File: src/rtl/branch_ctrl.sv
// Branch resolution, 2-bit BHT direction prediction, mispredict redirect and
// a stall-aware flush sequencer for the RV32I pipeline.
module branch_ctrl #(
  parameter int BHT_IDX_W    = 4,
  parameter int FLUSH_CYCLES = 2
) (
  input  logic        clk,
  input  logic        rst,
  input  logic [31:0] if_pc,
  output logic        pred_taken,
  input  logic        stall,
  input  logic        ex_valid,
  input  logic        ex_branch,
  input  logic        ex_jump,
  input  logic [2:0]  ex_funct3,
  input  logic [31:0] ex_pc,
  input  logic        ex_pred_taken,
  input  logic        zf,
  input  logic        cf,
  input  logic        vf,
  input  logic        sf,
  output logic        redirect,
  output logic        redir_taken,
  output logic        flush,
  output logic [15:0] branch_cnt,
  output logic [15:0] mispredict_cnt
);

  localparam int         BHT_SIZE   = 1 << BHT_IDX_W;
  localparam logic [3:0] FLUSH_LOAD = 4'(FLUSH_CYCLES - 1);

  typedef enum logic {
    IDLE,
    FLUSH
  } state_t;

  state_t                 state;
  logic [3:0]             fcnt;
  logic [1:0]             bht [BHT_SIZE];
  logic [BHT_IDX_W-1:0]   if_idx;
  logic [BHT_IDX_W-1:0]   ex_idx;
  logic                   cond;
  logic                   taken;
  logic                   resolve;
  logic                   mispredict;
  logic                   bht_we;
  logic [1:0]             bht_cur;
  logic [1:0]             bht_next;
  logic                   unused_pc_bits;

  assign if_idx = if_pc[BHT_IDX_W+1:2];
  assign ex_idx = ex_pc[BHT_IDX_W+1:2];

  assign unused_pc_bits = ^{if_pc[31:BHT_IDX_W+2], if_pc[1:0],
                            ex_pc[31:BHT_IDX_W+2], ex_pc[1:0]};

  // Prediction reads the pre-update table; same-cycle writes show up next cycle.
  assign pred_taken = bht[if_idx][1];

  always_comb begin
    cond = 1'b0;
    case (ex_funct3)
      3'b000:  cond = zf;
      3'b001:  cond = !zf;
      3'b100:  cond = (sf != vf);
      3'b101:  cond = (sf == vf);
      3'b110:  cond = !cf;
      3'b111:  cond = cf;
      default: cond = 1'b0;
    endcase
  end

  assign taken = ex_jump | (ex_branch & cond);

  // Gating with rst keeps a stray EX bundle from redirecting while in reset.
  assign resolve    = !rst & ex_valid & (ex_branch | ex_jump) & !stall & (state == IDLE);
  assign mispredict = resolve & (taken != ex_pred_taken);
  assign bht_we     = resolve & ex_branch & !ex_jump;

  assign redirect    = mispredict;
  assign redir_taken = mispredict & taken;
  assign flush       = mispredict | (state == FLUSH);

  always_comb begin
    bht_cur  = bht[ex_idx];
    bht_next = bht_cur;
    if (taken) begin
      if (bht_cur != 2'b11) bht_next = bht_cur + 2'd1;
    end else begin
      if (bht_cur != 2'b00) bht_next = bht_cur - 2'd1;
    end
  end

  always_ff @(posedge clk or posedge rst) begin
    if (rst) begin
      for (int i = 0; i < BHT_SIZE; i++) bht[i] <= 2'b01;
    end else if (bht_we) begin
      bht[ex_idx] <= bht_next;
    end
  end

  // fcnt counts the remaining non-stalled flush cycles after the resolution cycle.
  always_ff @(posedge clk or posedge rst) begin
    if (rst) begin
      state <= IDLE;
      fcnt  <= 4'd0;
    end else begin
      case (state)
        IDLE: begin
          if (mispredict && (FLUSH_CYCLES > 1)) begin
            state <= FLUSH;
            fcnt  <= FLUSH_LOAD;
          end
        end
        FLUSH: begin
          if (!stall) begin
            fcnt <= fcnt - 4'd1;
            if (fcnt == 4'd1) state <= IDLE;
          end
        end
        default: begin
          state <= IDLE;
          fcnt  <= 4'd0;
        end
      endcase
    end
  end

  always_ff @(posedge clk or posedge rst) begin
    if (rst) begin
      branch_cnt     <= 16'd0;
      mispredict_cnt <= 16'd0;
    end else begin
      if (bht_we && (branch_cnt != 16'hFFFF)) branch_cnt <= branch_cnt + 16'd1;
      if (mispredict && (mispredict_cnt != 16'hFFFF)) mispredict_cnt <= mispredict_cnt + 16'd1;
    end
  end

endmodule
File: config.mk
export PLATFORM = sky130hd
export DESIGN_NAME = branch_ctrl
export DESIGN_NICKNAME = d
export VERILOG_FILES = /design/src/rtl/branch_ctrl.sv
export SDC_FILE = /design/constraint.sdc
export NUM_CORES = 1
export LEC_CHECK = 0
export BUFFER_PORTS_ARGS = -buffer_cell sky130_fd_sc_hd__buf_2
export CAP_MARGIN = 5
export CORE_MARGIN = 3
export CORE_UTILIZATION = 50
export CTS_CLUSTER_DIAMETER = 80
export DETAILED_ROUTE_END_ITERATION = 16
export PLACE_DENSITY = 0.76
export SYNTH_ARGS = -nofsm -noshare
export SYNTH_HDL_FRONTEND = slang
export SYNTH_SLANG_ARGS = --single-unit
File: constraint.sdc
create_clock -name clk -period 3.7 [get_ports clk]
set_clock_uncertainty 0.1 [all_clocks]
set_input_delay 0.185 -clock clk [delete_from_list [all_inputs] [get_ports clk]]
set_output_delay 0.185 -clock clk [all_outputs]
set_load 0.01 [all_outputs]
==> key figures <==
Yosys
  • Post-Synth XOR/XNOR Area: 7.18%
  • Post-synth EDFFs: 0
  • Mapped Avg Cell Area: about 11 um^2
  • Synth area leaders: dfrtp_1 (37%), dfstp_2 (12%), mux4_2 (8.1%), mux2_2 (6.2%), xnor2_1 (5.3%)
  • Mux share of post-synthesis cell area: ~15%
  • Simple-Gate Fraction of Synth Area: 19.0%
  • Dominant synthesized flop cell: dfrtp_1
  • Synth Net Count: 403
  • Cells after Synth: 321
  • Fraction of registers with async set/reset: between 90% and 100%
  • Largest family of logic cells by synthesized area: simple AND/OR/NAND/NOR gates
  • Synth Register Bits: 69
  • Adder-cell share of the synthesized area: under 10%
  • Synth Area in Compound Gates: under 10%
  • Mapped Area: roughly 3600 um^2
  • Area leader, netlist: dfrtp_1
  • Yosys cell types: 42
  • Ys Warns: 0
  • Post-synthesis sequential area ratio: about 48%
  • Post-synth top area share: 36.7%

Power
  • Leakage: between 1.5 and 2 nW
  • Total power: 1.83 mW
  • Maximum VDD drop: 0.275 mV
  • Pwr Density: between 400 and 500 nW/um^2

Worst setup path
  • CP max FO: 20
  • Startpoint class of the critical path: flop
  • Critical Path AT: between 2000 and 2500 ps
  • CP Data Required Time: between 3000 and 4000 ps
  • Slowest-stage cell, CP: o31a_1
  • Crit path capture type: output port
  • Crit path max-delay family: compound AO/OA/AOI/OAI gates
  • Worst Path Buf+Inv: 2
  • Crit path largest cell delay: 600 ps
  • Crit-path cells: nor4b_1, buf_4, o31a_1, and2_1, buf_2
  • Crit Path Class: reg2out

Drt
  • Routed WL per cell: 15.6 um
  • Routed vias/inst: between 5 and 6
  • DR iter-0 viols: 135
  • Routed WL: 7.58 mm
  • 1st-pass router iterations: 4
  • Routed Antenna Nets: 0
  • Via count: 2,680
  • DRC viols: 0

STA
  • Setup TNS: 0 ps
  • Max transition margin: 50.6%
  • F_max: between 300 and 400 MHz
  • Min Tclk post-route: 2580 ps
  • Period utilization: 69.6%
  • Worst Max-Slew Pin Slew: 737 ps
  • Max-slew violation count: 0
  • Final Hold Viols: 0
  • RSZ-0062 raised after global routing: false
  • Final setup viols: 0

Layout
  • # diodes: 0
  • Most frequent cells in the layout: buf_2 (57), dfrtp_1 (53), nand2_1 (43)
  • Post-route cell area: 4180 um^2
  • Final non-filler cell total: between 400 and 500
  • Layout area overhead: 15.8%
  • Fin util: around three fifths
  • Layout cell share with drive strength beyond 1: 33.4%
  • Layout net count: 466
  • Most common cell after layout, fill and taps aside: buf_2

Placement
  • Placed cell count: around 470
  • PortBufs: 57
  • Placed inst area: ~4000 um^2
  • Placer Congestion: 0.809
  • HPWL Detailed: 5.48 mm

Floorplan
  • Full die area: around 8300 um^2
  • Initial Util: 52.3%
  • Core region area: 6910 um^2
  • Chip width: 91.0 um
  • Die Span Y: ~91 um
  • I/O pin count: ~110
  • Placement Rows: 30

Clocking
  • # clock sinks: 69
  • Worst skew pair latency: 350 ps
  • Clk root buf: clkbuf_8
  • Clock slew at reported path FFs: about 80 ps
  • CTS tree: yes
  • Post_cts resized: 0
  • H-tree Lvls: 3
  • Number of setup buffers added after CTS: 0
  • CTS Buf Count: 9
  • Hold buffer count at CTS: 1
  • CTS Buffer Depth: 2

Global routing
  • Vias in the first global route: 2,795
  • Initial antenna violation count: 0
  • GRT overflow: 0
  • GRT Total Usage: 19.8%
  • Largest net degree at the start of global routing: 39
  • First-pass GRT wire length: 13.2 mm

Status
  • Outcome: finished, final reports clean

Job
  • MaxCap Viol Count: 0

Hold path
  • Class of the worst hold path: in2reg
## cells in the mapped netlist, types with 2 or more instances
cell type  count
buf_2          2
nor2b_1       10
dfstp_2       16
mux4_2        13
o21ai_0       17
nand2b_1       4
dfrtp_1       53
nand2_1       43
buf_6          2
ha_1           4
xor2_1         5
a22o_1         2
nand3_1       17
and2_1         4
and4_1         4
nand4_1       12
a21oi_1        4
inv_1          8
and3_1        19
nor3_1         4
a22oi_1        3
a31oi_1        2
o21bai_1       3
clkbuf_1       2
a31o_2         2
xnor2_1       22
or2_2          2
a21o_1         2
nor2_1         8
mux2_2        20
## layer usage
layer	global-route usage, %	share of wire (%)	routed length, um
met5	0	0	0
met1	25.7	45	3400
met3	5.80	5.0	382
met2	32.0	48	3670
met4	6.66	1.7	127
## per-stage QoR
stage / setup WS [ps] / hold WS (ps)
detailed placement: 1070 / 237
CTS: 1110 / 49.3
global route: 952 / 92.4
global placement: 1140 / 233
finish: 1120 / 63.2
floorplan: 1580 / 243
## cell families (layout without fill, tap and decap cells)
| group | count (synthesis) | after routing |
|---|---|---|
| AOI/OAI and AO/OA | 37 | 37 |
| and+or+nand+nor | 131 | 131 |
| adders and majority gates | 5 | 5 |
| muxes | 35 | 35 |
| DFF | 69 | 69 |
| buffers and inverters | 16 | 84 |
| xor gates and xnor gates | 28 | 28 |
## worst min-delay path, cell delays in order
cell     delay, ps
buf_2          140
nor2_1         100
a21oi_1         50
## report_power, final
part           internal (mW)  switching, mW
registers              0.836         0.0715
clock network          0.327          0.287
logic                  0.155          0.155
## cell type report
| type | instances | area [um^2] |
|---|---|---|
| tap | 96 | 120 |
| sequential | 69 | 1750 |
| multi-input combinational | 236 | 1770 |
| fill | 620 | 2730 |
| clock inverter | 6 | 62.6 |
| clock buffer | 10 | 138 |
| inverter | 8 | 30.0 |
| timing repair buffer | 60 | 310 |
## worst paths after layout
path	slack [ps]	startpoint	to	depth (start not counted)
setup / recovery	1120	state$_DFF_PP0_	redir_taken	5
hold / removal	60	stall	fcnt[0]$_DFFE_PP0P_	3
setup reg to reg	1310	state$_DFF_PP0_	mispredict_cnt[1]$_DFFE_PP0P_	5
hold reg to reg	400	branch_cnt[6]$_DFFE_PP0P_	branch_cnt[6]$_DFFE_PP0P_	1
max in group asynchronous	2140	rst	bht[14]$_DFFE_PP1P_	4
min in group asynchronous	390	rst	branch_cnt[13]$_DFFE_PP0P_	3
## registers in the layout, summed over array words and instances, names as in the netlist
name,cells
bht,32
state,1
fcnt,4
branch_cnt,16
mispredict_cnt,16
Power figures use the tool's default switching activity.
